===== config.mk =====
export PLATFORM = sky130hd
export DESIGN_NAME = alu_issue_ctrl
export DESIGN_NICKNAME = d
export VERILOG_FILES = /design/src/rtl/alu_issue_ctrl_pkg.sv /design/src/rtl/alu_issue_ctrl.sv
export SDC_FILE = /design/constraint.sdc
export NUM_CORES = 1
export LEC_CHECK = 0
export CAP_MARGIN = 20
export CORE_MARGIN = 3
export CORE_UTILIZATION = 46
export CTS_BUF_LIST = sky130_fd_sc_hd__clkbuf_8
export CTS_CLUSTER_DIAMETER = 120
export CTS_CLUSTER_SIZE = 40
export DETAILED_ROUTE_END_ITERATION = 6
export GPL_TIMING_DRIVEN = 1
export PLACE_DENSITY = 0.84
export SLEW_MARGIN = 5
export SYNTH_ARGS = -nofsm -noshare
export SYNTH_HDL_FRONTEND = slang
export SYNTH_SLANG_ARGS = --single-unit

===== constraint.sdc =====
create_clock -name CLK -period 2 [get_ports CLK]
set_input_delay 0.2 -clock CLK [delete_from_list [all_inputs] [get_ports CLK]]
set_output_delay 0.2 -clock CLK [all_outputs]
set_load 0.02 [all_outputs]

===== src/rtl/alu_issue_ctrl_pkg.sv =====
// Shared opcode, flag-index and controller-state definitions for the ALU issue path.
// Opcode legality helper is used when ALU_ILLEGAL_OP_CHECK_EN is defined.
package alu_pkg;

   typedef enum logic [3:0] {
      OP_ADD = 4'b0010,
      OP_SUB = 4'b0011,
      OP_AND = 4'b0100,
      OP_OR  = 4'b0101,
      OP_XOR = 4'b0110,
      OP_NOT = 4'b0111
   } opcode_e;

   localparam int CF_BIT = 3;
   localparam int OF_BIT = 2;
   localparam int SF_BIT = 1;
   localparam int ZF_BIT = 0;

   typedef enum logic [2:0] {
      GET_OP = 3'd0,
      GET_A  = 3'd1,
      GET_B  = 3'd2,
      ISSUE  = 3'd3,
      WAIT   = 3'd4,
      RESP   = 3'd5
   } state_e;

   // Only the low eight opcodes map to real ALU operations.
   function automatic logic is_legal_op(input logic [3:0] op);
      return (op[3] == 1'b0);
   endfunction

endpackage


===== src/rtl/alu_issue_ctrl.sv =====
// Byte-serial command framer and single-in-flight issue controller for the registered ALU.
// Define ALU_ILLEGAL_OP_CHECK_EN to reject opcodes 8..15 with an error response instead of issuing them.
module alu_issue_ctrl
   import alu_pkg::*;
#(
   parameter int ALU_LAT = 1,
   parameter int DW      = 8
)(
   input  logic          CLK,
   input  logic          RST_N,
   input  logic [DW-1:0] IN_DATA,
   input  logic          IN_VALID,
   output logic          IN_READY,
   output logic          ALU_EN,
   output logic          ALU_OE,
   output logic [3:0]    ALU_OPCODE,
   output logic [DW-1:0] ALU_A,
   output logic [DW-1:0] ALU_B,
   input  logic [DW-1:0] ALU_RESULT,
   input  logic [3:0]    ALU_FLAGS,
   output logic [DW-1:0] RES_DATA,
   output logic [3:0]    RES_FLAGS,
   output logic          RES_ERR,
   output logic          RES_VALID,
   input  logic          RES_READY,
   output logic          BUSY
);

   localparam logic [2:0] LAT_INIT = 3'(ALU_LAT);

   state_e        state_r;
   state_e        state_n_s;
   logic [2:0]    cnt_r;
   logic          in_ready_r;
   logic          alu_en_r;
   logic          alu_oe_r;
   logic [3:0]    alu_opcode_r;
   logic [DW-1:0] alu_a_r;
   logic [DW-1:0] alu_b_r;
   logic [DW-1:0] res_data_r;
   logic [3:0]    res_flags_r;
   logic          res_err_r;
   logic          res_valid_r;
   logic          in_fire_s;
   logic          op_ok_s;

   // Byte handshake and opcode screening for the frame being assembled.
   always_comb begin
      in_fire_s = IN_VALID && in_ready_r;
`ifdef ALU_ILLEGAL_OP_CHECK_EN
      op_ok_s = is_legal_op(alu_opcode_r);
`else
      op_ok_s = 1'b1;
`endif
   end

   // Next-state selection for the frame / issue / response sequence.
   always_comb begin
      state_n_s = state_r;
      case (state_r)
         GET_OP: begin
            if (in_fire_s) state_n_s = GET_A;
            else           state_n_s = GET_OP;
         end
         GET_A: begin
            if (in_fire_s) state_n_s = GET_B;
            else           state_n_s = GET_A;
         end
         GET_B: begin
            if (in_fire_s && op_ok_s)  state_n_s = ISSUE;
            else if (in_fire_s)        state_n_s = RESP;
            else                       state_n_s = GET_B;
         end
         ISSUE: state_n_s = WAIT;
         WAIT: begin
            if (cnt_r <= 3'd1) state_n_s = RESP;
            else               state_n_s = WAIT;
         end
         RESP: begin
            if (RES_READY && res_valid_r) state_n_s = GET_OP;
            else                          state_n_s = RESP;
         end
         default: state_n_s = GET_OP;
      endcase
   end

   // State, operand, latency-counter and response registers.
   always_ff @(posedge CLK or negedge RST_N) begin
      if (!RST_N) begin
         state_r      <= GET_OP;
         cnt_r        <= 3'd0;
         in_ready_r   <= 1'b0;
         alu_en_r     <= 1'b0;
         alu_oe_r     <= 1'b0;
         alu_opcode_r <= 4'd0;
         alu_a_r      <= '0;
         alu_b_r      <= '0;
         res_data_r   <= '0;
         res_flags_r  <= 4'd0;
         res_err_r    <= 1'b0;
         res_valid_r  <= 1'b0;
      end else begin
         state_r    <= state_n_s;
         alu_oe_r   <= 1'b1;
         in_ready_r <= (state_n_s == GET_OP) || (state_n_s == GET_A) || (state_n_s == GET_B);
         // The enable pulse spans exactly the ISSUE cycle.
         alu_en_r   <= (state_r == GET_B) && in_fire_s && op_ok_s;
         case (state_r)
            GET_OP: begin
               if (in_fire_s) alu_opcode_r <= IN_DATA[3:0];
            end
            GET_A: begin
               if (in_fire_s) alu_a_r <= IN_DATA;
            end
            GET_B: begin
               if (in_fire_s) begin
                  alu_b_r <= IN_DATA;
                  if (!op_ok_s) begin
                     res_data_r  <= '0;
                     res_flags_r <= 4'd0;
                     res_err_r   <= 1'b1;
                     res_valid_r <= 1'b1;
                  end
               end
            end
            ISSUE: cnt_r <= LAT_INIT;
            WAIT: begin
               if (cnt_r <= 3'd1) begin
                  cnt_r       <= 3'd0;
                  res_data_r  <= ALU_RESULT;
                  res_flags_r <= ALU_FLAGS;
                  res_err_r   <= 1'b0;
                  res_valid_r <= 1'b1;
               end else begin
                  cnt_r <= cnt_r - 3'd1;
               end
            end
            RESP: begin
               if (RES_READY) begin
                  res_valid_r <= 1'b0;
                  res_err_r   <= 1'b0;
               end
            end
            default: cnt_r <= 3'd0;
         endcase
      end
   end

   assign IN_READY   = in_ready_r;
   assign ALU_EN     = alu_en_r;
   assign ALU_OE     = alu_oe_r;
   assign ALU_OPCODE = alu_opcode_r;
   assign ALU_A      = alu_a_r;
   assign ALU_B      = alu_b_r;
   assign RES_DATA   = res_data_r;
   assign RES_FLAGS  = res_flags_r;
   assign RES_ERR    = res_err_r;
   assign RES_VALID  = res_valid_r;
   assign BUSY       = (state_r != GET_OP);

endmodule


Yosys cells after proc, flatten, opt, wreduce, memory -nomap -nowiden. Index checks and enable logic that the tools add are counted.

Input bits: 24. Output and inout bits: 38. Word-level logic and storage cells: 51. Bits in registers: 43.

Equal/unequal tests: 9. $lt $le $gt $ge: 1. Muxes and demuxes: 13. Reduce and logical (&&, ||, !) cells: 15. Add/subtract/negate cells: 1.

Operators by type and width (count): $pmux W3 S6 (1); $eq A3 B2 Y1 const B (3); $pmux W3 S3 (1); $reduce_and A2 Y1 (4); $eq A3 B1 Y1 const B (2); $eq A3 B3 Y1 const B (2); $logic_not A3 Y1 (2); $mux W1 (6); $mux W3 (2); $ne A2 B2 Y1 const B (2); $pmux W1 S2 (2); $reduce_or A4 Y1 (1); $le A3 B1 Y1 const B (1); $logic_and A1 B1 Y1 (3); $reduce_and A3 Y1 (1); $reduce_bool A3 Y1 (1); $sub A3 B1 Y3 const B (1); $logic_or A1 B1 Y1 (2); $mux W2 (1); $reduce_bool A2 Y1 (1).

Logic depth before layout (Yosys ltp). Gate-level depths: netlist of run 1.

Depth in word-level cells: 6. Mapped depth: 7. Mapped depth without buffers: 5.

Least setup slack after synthesis of run 1. OpenSTA, ideal clock, no wires.

Path type: reg-to-reg. Start: register cnt_r[1]. End: register res_data_r[1] (netlist: RES_DATA[1]). Data required time: 1.875 ns. Path slack: 0.203 ns. Library setup time: 0.125 ns. Stages on the path, launching flop included: 8. Period minus slack after synthesis: 1.797 ns. Arrival: 1.672 ns. Buffers on the path: 2. Cell sequence: dfrtp_1 > inv_1 > ha_1 > o21ba_2 > or4_1 > buf_2 > buf_6 > mux2_4.

Cells in the longest elaborated chain, start to end: 2.

Ends and longest elaborated chain: from (decl) (line alu_issue_ctrl.sv:33) `logic [2:0] cnt_r;`; from (signal assigned) (line alu_issue_ctrl.sv:135) `cnt_r <= cnt_r - 3'd1;`; $le A3 B1 Y1 (line alu_issue_ctrl.sv:128) `if (cnt_r <= 3'd1) begin`; $reduce_and A2 Y1 (no source line); to (signal assigned) (line alu_issue_ctrl.sv:98) `res_data_r <= '0;`; to (signal assigned) (line alu_issue_ctrl.sv:119) `res_data_r <= '0;`; to (signal assigned) (line alu_issue_ctrl.sv:130) `res_data_r <= ALU_RESULT;`; to (decl) (line alu_issue_ctrl.sv:40) `logic [DW-1:0] res_data_r;`.

Every way passes these cells. A chain may end at the register's enable or synchronous reset.

Final worst setup path of run 1. Same ends and word-level chain as after synthesis.

==> impl_table.tex, run 1 <==
\begin{tabular}{lr}
\hline
Metric & Value \\
\hline
\multicolumn{2}{l}{\textbf{Status}} \\
Outcome & finished clean \\
\multicolumn{2}{l}{\textbf{Power}} \\
Standby leakage power & 1.13 nW \\
Ratio of total power to cell area & 1760 mW/mm\^{}2 \\
VDD IR-drop max & 0.984 mV \\
\multicolumn{2}{l}{\textbf{Global route}} \\
Global-route wire length before repair & 6530 um \\
Number of antenna violations at the first check in global routing & 0 \\
Via count of the first global-routing pass & 1349 \\
GRT Residual Overflow & 0 \\
Overall track demand over capacity in global routing & 19.4\% \\
Pin count of the biggest net entering global routing & 25 \\
\multicolumn{2}{l}{\textbf{Finish}} \\
Final nets & 224 \\
Antenna diode count & 0 \\
Cell Count, Final, Fillers Out & 245 \\
Fillers & 240 \\
Area growth from synthesis to layout & 43.8\% \\
Design area & 0.00256 mm\^{}2 \\
Share of cells above drive strength 1 & 25.6\% \\
\multicolumn{2}{l}{\textbf{Synth}} \\
Post-synthesis sequential area ratio & 59.0\% \\
Number of warnings issued by yosys & 0 \\
Top-area cell type share of the netlist area & 59.0\% \\
Post-synth net total & 155 \\
Flip-flop and latch count after synthesis & 42 \\
Avg Cell Area, Syn & 13.8 um\^{}2 \\
Biggest area contributors in the synthesized netlist & sky130\_fd\_sc\_hd\_\_dfrtp\_1 59\%, sky130\_fd\_sc\_hd\_\_mux2\_2 15\%, sky130\_fd\_sc\_hd\_\_mux2\_4 6.7\% \\
Commonest cells in the netlist & 42 x sky130\_fd\_sc\_hd\_\_dfrtp\_1, 24 x sky130\_fd\_sc\_hd\_\_mux2\_2, 8 x sky130\_fd\_sc\_hd\_\_mux2\_4 \\
Top FF cell, synth & sky130\_fd\_sc\_hd\_\_dfrtp\_1 \\
Library cells used by synthesis & 31 \\
Most frequent cell after synthesis & sky130\_fd\_sc\_hd\_\_dfrtp\_1 \\
Number of enable-type register cells in the synthesized netlist & 0 \\
Cell type contributing the most total cell area after synthesis & sky130\_fd\_sc\_hd\_\_dfrtp\_1 \\
Syn Inst Count & 129 \\
Asr flop ratio synth & 100\% \\
Total standard cell area after synthesis & 0.00178 mm\^{}2 \\
\multicolumn{2}{l}{\textbf{Worst setup path}} \\
CP Capture Type & flop \\
Critical path type & reg -> reg \\
Largest stage delay, worst path & 0.40 ns \\
Maximum fanout count along the critical path & 14 \\
Slowest library cell on the worst path & sky130\_fd\_sc\_hd\_\_dfrtp\_1 \\
Buf/Inv on CP & 2 \\
CP cell instances & inv\_1, ha\_1, o21ba\_2, or4\_1, buf\_4, mux2\_4 \\
Kind of start point of the critical path & flop \\
Worst path arrival time & 2.06 ns \\
Required time of the critical path & 2.19 ns \\
Kind of cell adding the most delay to the critical path & flip-flops \\
\multicolumn{2}{l}{\textbf{Detailed routing}} \\
Wirelength per Cell & 16.5 um \\
1st-pass router iterations & 4 \\
Via total after detailed routing & 1298 \\
Total length of routed wires & 4040 um \\
Detail Route Antenna Nets & 0 \\
1st-iter DRT viols & 55 \\
Number of remaining DRC errors & 0 \\
Via density per instance & 5.30 \\
\multicolumn{2}{l}{\textbf{Clocking}} \\
Clock tree from TritonCTS & done \\
H-tree depth & 2 \\
Post-CTS setup buffer count & 0 \\
Max Root-Sink Buffers & 2 \\
Worst-Skew Late Latency & 0.30 ns \\
Count of clock tree sinks & 42 \\
Number of CTS-inserted buffers & 5 \\
Clk pin slew, worst setup/hold paths & 0.08 ns \\
Buffer cell driving the clock tree root & sky130\_fd\_sc\_hd\_\_clkbuf\_8 \\
\multicolumn{2}{l}{\textbf{Floorplanning}} \\
Initial core utilization & 50.6\% \\
Chip Width & 68.2 um \\
Die Area & 0.00465 mm\^{}2 \\
Std-Cell Core Area & 0.00352 mm\^{}2 \\
Die boundary height & 68.2 um \\
\# rows & 21 \\
IO Count & 62 \\
\multicolumn{2}{l}{\textbf{STA}} \\
Hold Worst Slack & 0.406 ns \\
Min Clock Period, post-route & 1.87 ns \\
Final setup violation count & 0 \\
Achievable clock frequency & 536 MHz \\
Slew HR & 65.5\% \\
Hold Fails Final Rpt & 0 \\
Portion of the clock cycle consumed by the worst path in the final layout & 93.3\% \\
Actual slew at the worst max-slew pin & 0.517 ns \\
Final worst clock skew & 0.00985 ns \\
Unrepaired setup endpoints after global routing & false \\
Setup ws final & 0.134 ns \\
Setup TNS Final & 0 ns \\
Final-report max-slew violation count & 0 \\
\multicolumn{2}{l}{\textbf{Placement}} \\
Area after DPL & 0.00245 mm\^{}2 \\
RePlAce Congestion & 0.714 \\
Count of input and output buffers & 60 \\
Detailed-placement wirelength estimate & 2950 um \\
Count of placed standard cells including taps & 236 \\
Post-placement worst setup slack & 0.162 ns \\
\multicolumn{2}{l}{\textbf{Hold path}} \\
Hold/Removal Path Class & in -> async \\
\multicolumn{2}{l}{\textbf{Flow run}} \\
Reported max-cap violation count & 0 \\
\hline
\end{tabular}
layout by cell type (no fill, tap or decap):
master                            count
sky130_fd_sc_hd__a21oi_1              4
sky130_fd_sc_hd__a2bb2oi_1            1
sky130_fd_sc_hd__a31o_2               1
sky130_fd_sc_hd__and3b_1              1
sky130_fd_sc_hd__buf_2                1
sky130_fd_sc_hd__buf_4                8
sky130_fd_sc_hd__clkbuf_8             6
sky130_fd_sc_hd__clkdlybuf4s50_1     58
sky130_fd_sc_hd__conb_1               2
sky130_fd_sc_hd__dfrtp_1             42
sky130_fd_sc_hd__dlygate4sd3_1        1
sky130_fd_sc_hd__dlymetal6s2s_1       1
sky130_fd_sc_hd__ha_1                 2
sky130_fd_sc_hd__inv_1                5
sky130_fd_sc_hd__inv_6                1
sky130_fd_sc_hd__mux2_2              24
sky130_fd_sc_hd__mux2_4               8
sky130_fd_sc_hd__nand2_1              6
sky130_fd_sc_hd__nand2b_1             2
sky130_fd_sc_hd__nand3_1              4
sky130_fd_sc_hd__nand4_1              1
sky130_fd_sc_hd__nand4b_1             1
sky130_fd_sc_hd__nor2_1               4
sky130_fd_sc_hd__nor2b_1              3
sky130_fd_sc_hd__nor4_4               1
sky130_fd_sc_hd__o211ai_1             1
sky130_fd_sc_hd__o21ai_0              3
sky130_fd_sc_hd__o21ba_2              1
sky130_fd_sc_hd__o22ai_1              1
sky130_fd_sc_hd__o2bb2ai_1            1
sky130_fd_sc_hd__o31a_1               1
sky130_fd_sc_hd__o41ai_1              1
sky130_fd_sc_hd__or3_1                1
sky130_fd_sc_hd__or4_1                1
layer usage:
layer  vias up  wire length (um)  track usage, %
li1        588                 -               -
met1       642              1600            22.7
met2        62              1980            31.9
met3         6               417            9.52
met4         0                46            4.71
met5         -                 0               0
report_power, final:
part	internal, mW	switching (mW)	total [mW]
sequential	1.26	0.276	1.54
clock	0.280	0.292	0.572
combinational	1.27	1.11	2.39
path summary, 6_finish.rpt:
check,startpoint,end,slack (ns),cells after the start
setup reg to reg,cnt_r[1],RES_DATA[1],0.13,6
max in group asynchronous,RST_N,ALU_A[4],1.04,3
setup / recovery,cnt_r[1],RES_DATA[1],0.13,6
hold reg to reg,RES_FLAGS[2],RES_FLAGS[2],0.51,1
hold / removal,RST_N,RES_FLAGS[3],0.41,2
min in group CLK,RES_FLAGS[2],RES_FLAGS[2],0.51,1
kinds of logic (layout without fill, tap and decap cells):
family,Yosys count,count (layout),synth area share [%]
other,2,2,0.422
multiplexers,32,32,21.9
AND/OR/NAND/NOR,25,25,8.29
flip-flops,42,42,59.0
adder cells (fa/ha/maj),2,2,1.41
AO/OA/AOI/OAI,15,15,5.76
buffers and inverters,11,81,3.16
layout make-up:
class	count	area, um^2	area share [%]
Clock inverter	2	12.5	0.489
Tap cell	46	57.6	2.25
Sequential cell	42	1050	41.1
Multi-Input combinational cell	76	673	26.3
Inverter	4	15.0	0.587
Clock buffer	6	82.6	3.23
Timing Repair Buffer	69	668	26.1
state kept, by name (all words and copies together), names as in the netlist:
name        cells
ALU_OPCODE      4
ALU_B           8
RES_FLAGS       4
ALU_OE          1
ALU_EN          1
cnt_r           3
RES_DATA        8
state_r         3
ALU_A           8
RES_VALID       1
IN_READY        1
metrics by stage:
step | util [%] | power [mW]
floorplan | - | 2.87
global placement | 69.7 | 3.82
detailed placement | 69.7 | 3.94
CTS | 72.6 | 4.53
global route | 72.7 | 4.78
finish | 72.7 | 4.50
what timing repair did:
item	in CTS	in global routing
endpoints found under the setup margin	0	1
hold buffers	1	0
hold endpoints to repair	22	0
resized for setup	0	1
Note: power is estimated with default switching activity, not from simulation.
==> run 2: changes to the inputs <==
--- a/config.mk
+++ b/config.mk
@@ -6,8 +6,10 @@
 export NUM_CORES = 1
 export LEC_CHECK = 0
 export CAP_MARGIN = 20
+export CELL_PAD_IN_SITES_DETAIL_PLACEMENT = 1
+export CELL_PAD_IN_SITES_GLOBAL_PLACEMENT = 1
 export CORE_MARGIN = 3
-export CORE_UTILIZATION = 46
+export CORE_UTILIZATION = 36
 export CTS_BUF_LIST = sky130_fd_sc_hd__clkbuf_8
 export CTS_CLUSTER_DIAMETER = 120
 export CTS_CLUSTER_SIZE = 40
==> run 2 against run 1 <==
Against the previous run: hold slack lost 0.13 ns; design area grew 0.39%; largest cell class unchanged; critical path depth shrank 3; first-iteration DRC count shrank 27%.
==> impl_table.tex, run 2 (synthesis results as in run 1) <==
\begin{tabular}{lr}
\hline
Metric & Value \\
\hline
\multicolumn{2}{l}{\textbf{Clocking}} \\
Number of CTS-inserted buffers & 5 \\
Worst-Skew Late Latency & 0.29 ns \\
Clk pin slew, worst setup/hold paths & 0.08 ns \\
H-tree depth & 2 \\
Count of clock tree sinks & 42 \\
Clock tree from TritonCTS & done \\
Max Root-Sink Buffers & 2 \\
Buffer cell driving the clock tree root & sky130\_fd\_sc\_hd\_\_clkbuf\_8 \\
Post-CTS setup buffer count & 0 \\
\multicolumn{2}{l}{\textbf{Worst setup path}} \\
Critical path type & reg -> out \\
Crit Reg-Reg Startpoint & cnt\_r[1] \\
Maximum fanout count along the critical path & 10 \\
Kind of start point of the critical path & flop \\
Worst Setup SP & state\_r[1] \\
Required time of the critical path & 1.80 ns \\
CP Capture Type & output pin \\
Worst path arrival time & 1.74 ns \\
\multicolumn{2}{l}{\textbf{Global route}} \\
Via count of the first global-routing pass & 1524 \\
Number of antenna violations at the first check in global routing & 0 \\
Global-route wire length before repair & 7490 um \\
Pin count of the biggest net entering global routing & 19 \\
Overall track demand over capacity in global routing & 16.1\% \\
GRT Residual Overflow & 0 \\
\multicolumn{2}{l}{\textbf{Detailed routing}} \\
Total length of routed wires & 4330 um \\
Via total after detailed routing & 1270 \\
Via density per instance & 4.83 \\
1st-pass router iterations & 3 \\
Wirelength per Cell & 16.5 um \\
Number of remaining DRC errors & 0 \\
1st-iter DRT viols & 40 \\
Detail Route Antenna Nets & 0 \\
\multicolumn{2}{l}{\textbf{Power}} \\
Part of the power in the clock network & 12.5\% \\
Design Power & 4.48 mW \\
Ratio of total power to cell area & 1740 mW/mm\^{}2 \\
Cell-internal power & 2.80 mW \\
Standby leakage power & 1.11 nW \\
Net switching power figure & 1.67 mW \\
Switching part of the total power & 37.4\% \\
VDD IR-drop max & 0.794 mV \\
Sequential Power Share & 34.6\% \\
Proportion of power drawn by combinational gates & 52.9\% \\
\multicolumn{2}{l}{\textbf{STA}} \\
Final worst clock skew & 0.00165 ns \\
Final setup violation count & 0 \\
Portion of the clock cycle consumed by the worst path in the final layout & 96.8\% \\
Min Clock Period, post-route & 1.94 ns \\
Unrepaired setup endpoints after global routing & false \\
Achievable clock frequency & 517 MHz \\
Setup TNS Final & 0 ns \\
Hold Fails Final Rpt & 0 \\
Final-report max-slew violation count & 0 \\
Hold Worst Slack & 0.277 ns \\
\multicolumn{2}{l}{\textbf{Finish}} \\
Share of cells above drive strength 1 & 25.3\% \\
Antenna diode count & 0 \\
Fillers & 478 \\
Most common cell after layout, fill and taps aside & sky130\_fd\_sc\_hd\_\_clkdlybuf4s50\_1 \\
Commonest cells after routing, fill and taps aside & 59 x sky130\_fd\_sc\_hd\_\_clkdlybuf4s50\_1, 42 x sky130\_fd\_sc\_hd\_\_dfrtp\_1, 24 x sky130\_fd\_sc\_hd\_\_mux2\_2 \\
Area growth from synthesis to layout & 44.3\% \\
Final nets & 223 \\
\multicolumn{2}{l}{\textbf{Placement}} \\
Count of input and output buffers & 60 \\
Detailed-placement wirelength estimate & 3280 um \\
RePlAce Congestion & 0.804 \\
\multicolumn{2}{l}{\textbf{Floorplanning}} \\
Die boundary height & 76.3 um \\
Die Area & 0.00583 mm\^{}2 \\
Std-Cell Core Area & 0.00456 mm\^{}2 \\
Initial core utilization & 39.0\% \\
Chip Width & 76.3 um \\
\# rows & 24 \\
IO Count & 62 \\
\multicolumn{2}{l}{\textbf{Status}} \\
Outcome & finished clean \\
\multicolumn{2}{l}{\textbf{Flow run}} \\
Reported max-cap violation count & 0 \\
\multicolumn{2}{l}{\textbf{Hold path}} \\
Hold/Removal Path Class & in -> async \\
\hline
\end{tabular}
run 2: final timing paths:
| path | to | slack, ns | cells after the start |
|---|---|---|---|
| hold reg to reg | RES_DATA[0] | 0.51 | 1 |
| hold / removal | RES_VALID | 0.28 | 2 |
| setup / recovery | BUSY | 0.06 | 3 |
| max in group asynchronous | ALU_B[4] | 1.25 | 3 |
| setup reg to reg | RES_DATA[7] | 0.16 | 6 |
| min in group CLK | RES_DATA[0] | 0.51 | 1 |
run 2: worst max-delay path, cell delays in order (launching register included):
cell and delay (ns):
sky130_fd_sc_hd__dfrtp_1 0.38, sky130_fd_sc_hd__buf_4 0.17, sky130_fd_sc_hd__or3_1 0.35, sky130_fd_sc_hd__clkdlybuf4s50_1 0.54
run 2: layer usage:
layer  up-vias  wire length, um  GRT usage [%]
met1       628             1810           18.4
li1        586                -              -
met5         -                0              0
met3         5              383           7.09
met4         0               34           3.99
met2        51             2100           27.4
run 2: power groups by stage:
stage	sequential [mW]	combinational, mW	clock [mW]
after floorplan	1.92	0.950	0
after global placement	1.53	2.31	0
after detailed placement	1.57	2.39	0
after CTS	1.56	2.40	0.574
after global routing	1.62	2.53	0.620
final	1.55	2.37	0.558
run 2: stage by stage:
| step | instances | util, % | setup WS [ns] | instance area, um^2 |
|---|---|---|---|---|
| 2_1_floorplan | 129 | - | 0.203 | 1780 |
| 3_3_place_gp | 254 | 54.1 | 0.198 | 2470 |
| 3_5_place_dp | 254 | 54.1 | 0.173 | 2470 |
| 4_1_cts | 263 | 56.3 | 0.0482 | 2570 |
| 5_1_grt | 263 | 56.3 | 0.00136 | 2570 |
| 6_report | 263 | 56.3 | 0.0642 | 2570 |
run 2: layout make-up:
cell class	instances	area, um^2	area share, %
repair buffers	68	658	25.6
clock inverters	2	8.76	0.341
flip-flops and latches	42	1050	40.9
well taps	65	81.3	3.16
inverters	4	15.0	0.584
multi-input cells	76	673	26.2
clock buffers	6	82.6	3.21
run 2: repair_timing:
action,in CTS,in global routing
hold buffers,1,0
hold endpoints to repair,6,0
resized for setup,0,0
